===== src/rtl/core_state_sequencer.sv =====
// Instruction-cycle control FSM: one-hot state strobes, fetch/execute/stall handshakes, retire and halt status.
// Optional perf counters (cycle_count, instret_count) are built only when SEQ_PERF_COUNT_EN is defined.
module core_state_sequencer #(
   parameter int COUNT_WIDTH    = 32,
   parameter bit START_ON_RESET = 1'b0
) (
   input  logic                   clk,
   input  logic                   reset_n,
   input  logic                   start,
   output logic                   imem_req,
   input  logic                   imem_rvalid,
   input  logic                   exec_done,
   input  logic                   stall,
   input  logic                   halt_req,
   output logic                   fetch_RequestState,
   output logic                   fetch_ReceiveState,
   output logic                   decodeState,
   output logic                   setupState,
   output logic                   executeState,
   output logic                   writebackState,
   output logic                   retire,
   output logic                   halted,
   output logic [COUNT_WIDTH-1:0] cycle_count,
   output logic [COUNT_WIDTH-1:0] instret_count
);

   typedef enum logic [2:0] {
      S_IDLE,
      S_FETCH_REQ,
      S_FETCH_RECV,
      S_DECODE,
      S_SETUP,
      S_EXECUTE,
      S_WRITEBACK,
      S_HALTED
   } state_e;

   state_e state_q, state_d;
   logic   retire_q;

   // NOTE: sequential state uses non-blocking assignments so every register samples pre-edge values.
   always_ff @(posedge clk or negedge reset_n) begin
      if (!reset_n) begin
         state_q  <= S_IDLE;
         retire_q <= 1'b0;
      end else begin
         state_q  <= state_d;
         retire_q <= (state_q == S_WRITEBACK);
      end
   end

   always_comb begin
      // NOTE: default to holding the current state so no path leaves state_d unassigned (no latch).
      state_d = state_q;
      unique case (state_q)
         S_IDLE:       if (start || START_ON_RESET) state_d = S_FETCH_REQ;
         S_FETCH_REQ:  if (imem_rvalid) state_d = S_FETCH_RECV;
         S_FETCH_RECV: state_d = S_DECODE;
         S_DECODE:     state_d = S_SETUP;
         S_SETUP:      if (!stall) state_d = S_EXECUTE;
         S_EXECUTE:    if (exec_done) state_d = S_WRITEBACK;
         S_WRITEBACK:  state_d = halt_req ? S_HALTED : S_FETCH_REQ;
         S_HALTED:     if (start) state_d = S_FETCH_REQ;
         default:      state_d = S_IDLE;
      endcase
   end

   always_comb begin
      fetch_RequestState = (state_q == S_FETCH_REQ);
      fetch_ReceiveState = (state_q == S_FETCH_RECV);
      decodeState        = (state_q == S_DECODE);
      setupState         = (state_q == S_SETUP);
      executeState       = (state_q == S_EXECUTE);
      writebackState     = (state_q == S_WRITEBACK);
      halted             = (state_q == S_HALTED);
      imem_req           = fetch_RequestState;
      retire             = retire_q;
   end

`ifdef SEQ_PERF_COUNT_EN
   logic [COUNT_WIDTH-1:0] cycle_q, instret_q;
   logic                   active;

   assign active = (state_q != S_IDLE) && (state_q != S_HALTED);

   // Both counters wrap naturally and clear only on reset.
   always_ff @(posedge clk or negedge reset_n) begin
      if (!reset_n) begin
         cycle_q   <= '0;
         instret_q <= '0;
      end else begin
         if (active)   cycle_q   <= cycle_q + 1'b1;
         if (retire_q) instret_q <= instret_q + 1'b1;
      end
   end

   assign cycle_count   = cycle_q;
   assign instret_count = instret_q;
`else
   assign cycle_count   = '0;
   assign instret_count = '0;
`endif

endmodule


===== config.mk =====
export PLATFORM = sky130hd
export DESIGN_NAME = core_state_sequencer
export DESIGN_NICKNAME = d
export VERILOG_FILES = /design/src/rtl/core_state_sequencer.sv
export SDC_FILE = /design/constraint.sdc
export NUM_CORES = 1
export LEC_CHECK = 0
export BUFFER_PORTS_ARGS = -buffer_cell sky130_fd_sc_hd__buf_2
export CORE_MARGIN = 5
export CORE_UTILIZATION = 35
export DETAILED_ROUTE_END_ITERATION = 10
export PLACE_DENSITY = 0.82
export SLEW_MARGIN = 5
export SYNTH_ARGS = -nofsm -noshare
export SYNTH_HDL_FRONTEND = slang
export SYNTH_SLANG_ARGS = --single-unit

===== constraint.sdc =====
create_clock -name clk -period 1.35 [get_ports clk]
set_input_delay 0.27 -clock clk [delete_from_list [all_inputs] [get_ports clk]]
set_output_delay 0.27 -clock clk [all_outputs]
set_load 0.02 [all_outputs]

==> results.yml <==
setup_path:
  cp_max_fo: 6
  max_stage_delay_ns: 0.43
  cp-start-kind: "register"
  crit_top_cell: "buf_6"
  crit_path_start: "state_q[0]$_DFFE_PN0P_"
  cp.required_ns: 1.08
  slowest_stage: "dfrtp_2"
  crit_family: "flip-flops"
  worst-path-stages: 4
  cp_data_arrival_time_ns: 1.11
  crit_end: "imem_req"
  rrSetupSlack_ns: 0.06
  crit_path_end_kind: "output port"
  crit_buf_inv: 2
  r2r_start: "state_q[2]$_DFFE_PN0P_"
  crit_type: "register to output port"
  reg2regPathDepth: 4
  reg2reg_to: "state_q[0]$_DFFE_PN0P_"
  path_cells: "buf_6 > nand2b_4 > nor2_4 > buf_6"
clocking:
  htreeDepth: 1
  cts.path.max_buffers: 2
  clock_sinks: 4
  clkTransAtPathRegs_ns: 0.04
  root_buffer: "clkbuf_4"
  clk_latency_ns: 0.24
  cts_buffers: 3
  cts_tree: "done"
global_route:
  grt_max_degree: 9
  grt_pass1_wl_mm: 1.93
  gr-usage-all-layers: 0.0822
  grt_pass1_vias: 445
  grt_overflow: 0
  antenna_found_initial: 0
synthesis:
  synth_top_cell_by_area: "buf_4"
  synthXorXnorAreaFrac: 0
  synthAdderAreaFrac: 0
  synth_ff_type: "dfrtp_1"
  ys_ff_latch: 4
  synth_compound_area_frac: 0.0554
  avgSynthCellArea_um2: 8.17
  ys_top_cells_by_count: "buf_4, dfrtp_1, nor2_1"
  synth_top_area_share: 0.645
  yosys.area_share.simple: 0.111
  yosysMostFrequentCell: "buf_4"
  synth_cell_type_count: 20
  yosys_warnings: 0
  syn_inst: 94
  synth_top_family_by_area: "buffers and inverters"
  yosysSeqAreaShare: 0.130
  muxShareOfSynthArea: 0.0293
  synth_edf_count: 0
  synth.area.top_cells: "buf_4, dfrtp_1, mux2i_4, a2111oi_2, and3_2"
  synth_area_um2: 768
  async_flop_share: 1.00
place:
  place_congestion: 0.774
  port_buffers: 15
  dp_hpwl_mm: 1.05
  place_ws_ns: 0.117
detailed_routing:
  wl_met3_um: 209
  drt_iter0_drc: 4
  routed_via_density: 3.23
  routedLengthMet1_um: 404
  route.detailed.drc: 0
  drt-pass1-iter-count: 5
  vias: 487
  postRouteAntennaNets: 0
  wl_mm: 1.56
  routed.top_layer: "met4"
  wl_met2_um: 921
  post_drt_wl_per_cell_um: 10.3
pwr:
  combinationalPowerShare: 0.750
  swShare: 0.484
  switching_power_uw: 835
  internal_power_uw: 891
  p_seq_frac: 0.163
  max-vdd-ir-drop_uv: 683
  powerDensity_mw_per_mm2: 2040
  clkPwrFrac: 0.087
  power_leakage_nw: 0.489
  total_power_mw: 1.73
hold_path:
  worstHoldPathType: "primary input to register"
sta:
  finalMaxSlewViolations: 0
  clock_skew_ns: 0.00385
  holdWs_ns: 0.265
  fin_ws_ns: -0.0298
  min_period_over_period: 1.02
  grt_setup_unrepaired: "yes"
  fmax_ghz: 0.725
  period_minus_slack_ns: 1.38
  setup_viol: 6
  finalHoldViolCount: 0
floorplan:
  core_mm2: 0.00215
  die_h_um: 56.9
  chipWidth_um: 56.9
  pin_count: 80
  start_util: 0.358
  fp.dieArea_mm2: 0.00323
  num_rows: 17
cells_and_area:
  fill_cells: 229
  layout-drive-gt1-share: 0.398
  antenna_cells: 0
  nNetsFinal: 132
  syn_to_final_growth_pct: 10.3
run:
  cap_viol_max_count: 0
run_status:
  status: "finished with violations"
  violations: "negative setup slack"
[kinds of logic (layout without fill, tap and decap cells)]
logic type,Yosys count,in the layout
buffers and inverters,69,35
AND/OR/NAND/NOR,14,14
AO/OA/AOI/OAI,5,5
flip-flops,4,4
other,1,64
multiplexers,1,1
[cells in the final DEF, fill, tap and decap left out]
cell / n
buf_2: 8
clkbuf_4: 3
a22oi_1: 1
nor3_2: 2
a221o_1: 1
nand2b_1: 1
nor2_1: 1
buf_4: 15
inv_1: 1
nor2_2: 1
dlygate4sd3_1: 1
a2111oi_4: 1
o21ai_0: 1
mux2i_4: 1
nand2b_4: 1
nor3b_2: 2
nand2_4: 1
dfrtp_2: 3
nor2b_1: 1
and3_2: 2
buf_6: 6
inv_2: 1
o21ai_1: 1
dfrtp_1: 1
conb_1: 64
nor2_4: 2
[worst min-delay path by stage]
stage | start | end | slack [ns] | cells past startpoint
6_report | start | state_q[2]$_DFFE_PN0P_ | 0.27 | 2
5_1_grt | start | state_q[2]$_DFFE_PN0P_ | 0.29 | 2
3_5_place_dp | reset_n | state_q[2]$_DFFE_PN0P_ | 0.08 | 1
2_1_floorplan | reset_n | retire$_DFF_PN0_ | -0.03 | 0
4_1_cts | start | state_q[2]$_DFFE_PN0P_ | 0.27 | 2
3_3_place_gp | reset_n | retire$_DFF_PN0_ | 0.07 | 1
[layer usage]
| metal | GRT usage | vias to the layer above |
|---|---|---|
| li1 | - | 223 |
| met1 | 0.0781 | 219 |
| met2 | 0.139 | 43 |
| met3 | 0.0299 | 2 |
| met4 | 0.0695 | 0 |
| met5 | 0 | - |
[area by class of cell]
type | count | area (um2) | area share
multi-input combinational | 84 | 448 | 0.529
timing repair buffer | 30 | 230 | 0.272
sequential | 4 | 104 | 0.123
tap | 28 | 35.0 | 0.0414
clock buffer | 3 | 22.5 | 0.0266
inverter | 2 | 7.51 | 0.00886
[power by group through the flow]
stage               clock, mW  sequential, mW  combinational, mW
floorplan                   0           0.220              0.810
global placement            0           0.265              0.749
detailed placement          0           0.271              0.761
CTS                     0.151           0.265               1.18
global route            0.166           0.290               1.38
finish                  0.151           0.281               1.29
[state kept, by name, summed over array words and instances, names as in the netlist]
signal and count:
state_q 3, retire 1
[repair_timing]
item | 4_1_cts | 5_1_grt
hold buffers | 1 | 0
setup buffers | 11 | 1
setup endpoints to repair | 8 | 9
hold endpoints to repair | 4 | 0
gates resized for setup | 22 | 6
pin swaps | 2 | 3
[through the flow]
step	instance area [um2]	util	setup TNS (ns)	cells
6_report	847	0.394	-0.104	151
5_1_grt	847	0.394	-0.443	151
4_1_cts	808	0.376	-0.0203	150
3_5_place_dp	631	0.294	0	135
3_3_place_gp	631	0.294	0	135
2_1_floorplan	1010	-	0	157
No activity file was read; power rests on OpenSTA's default activity.
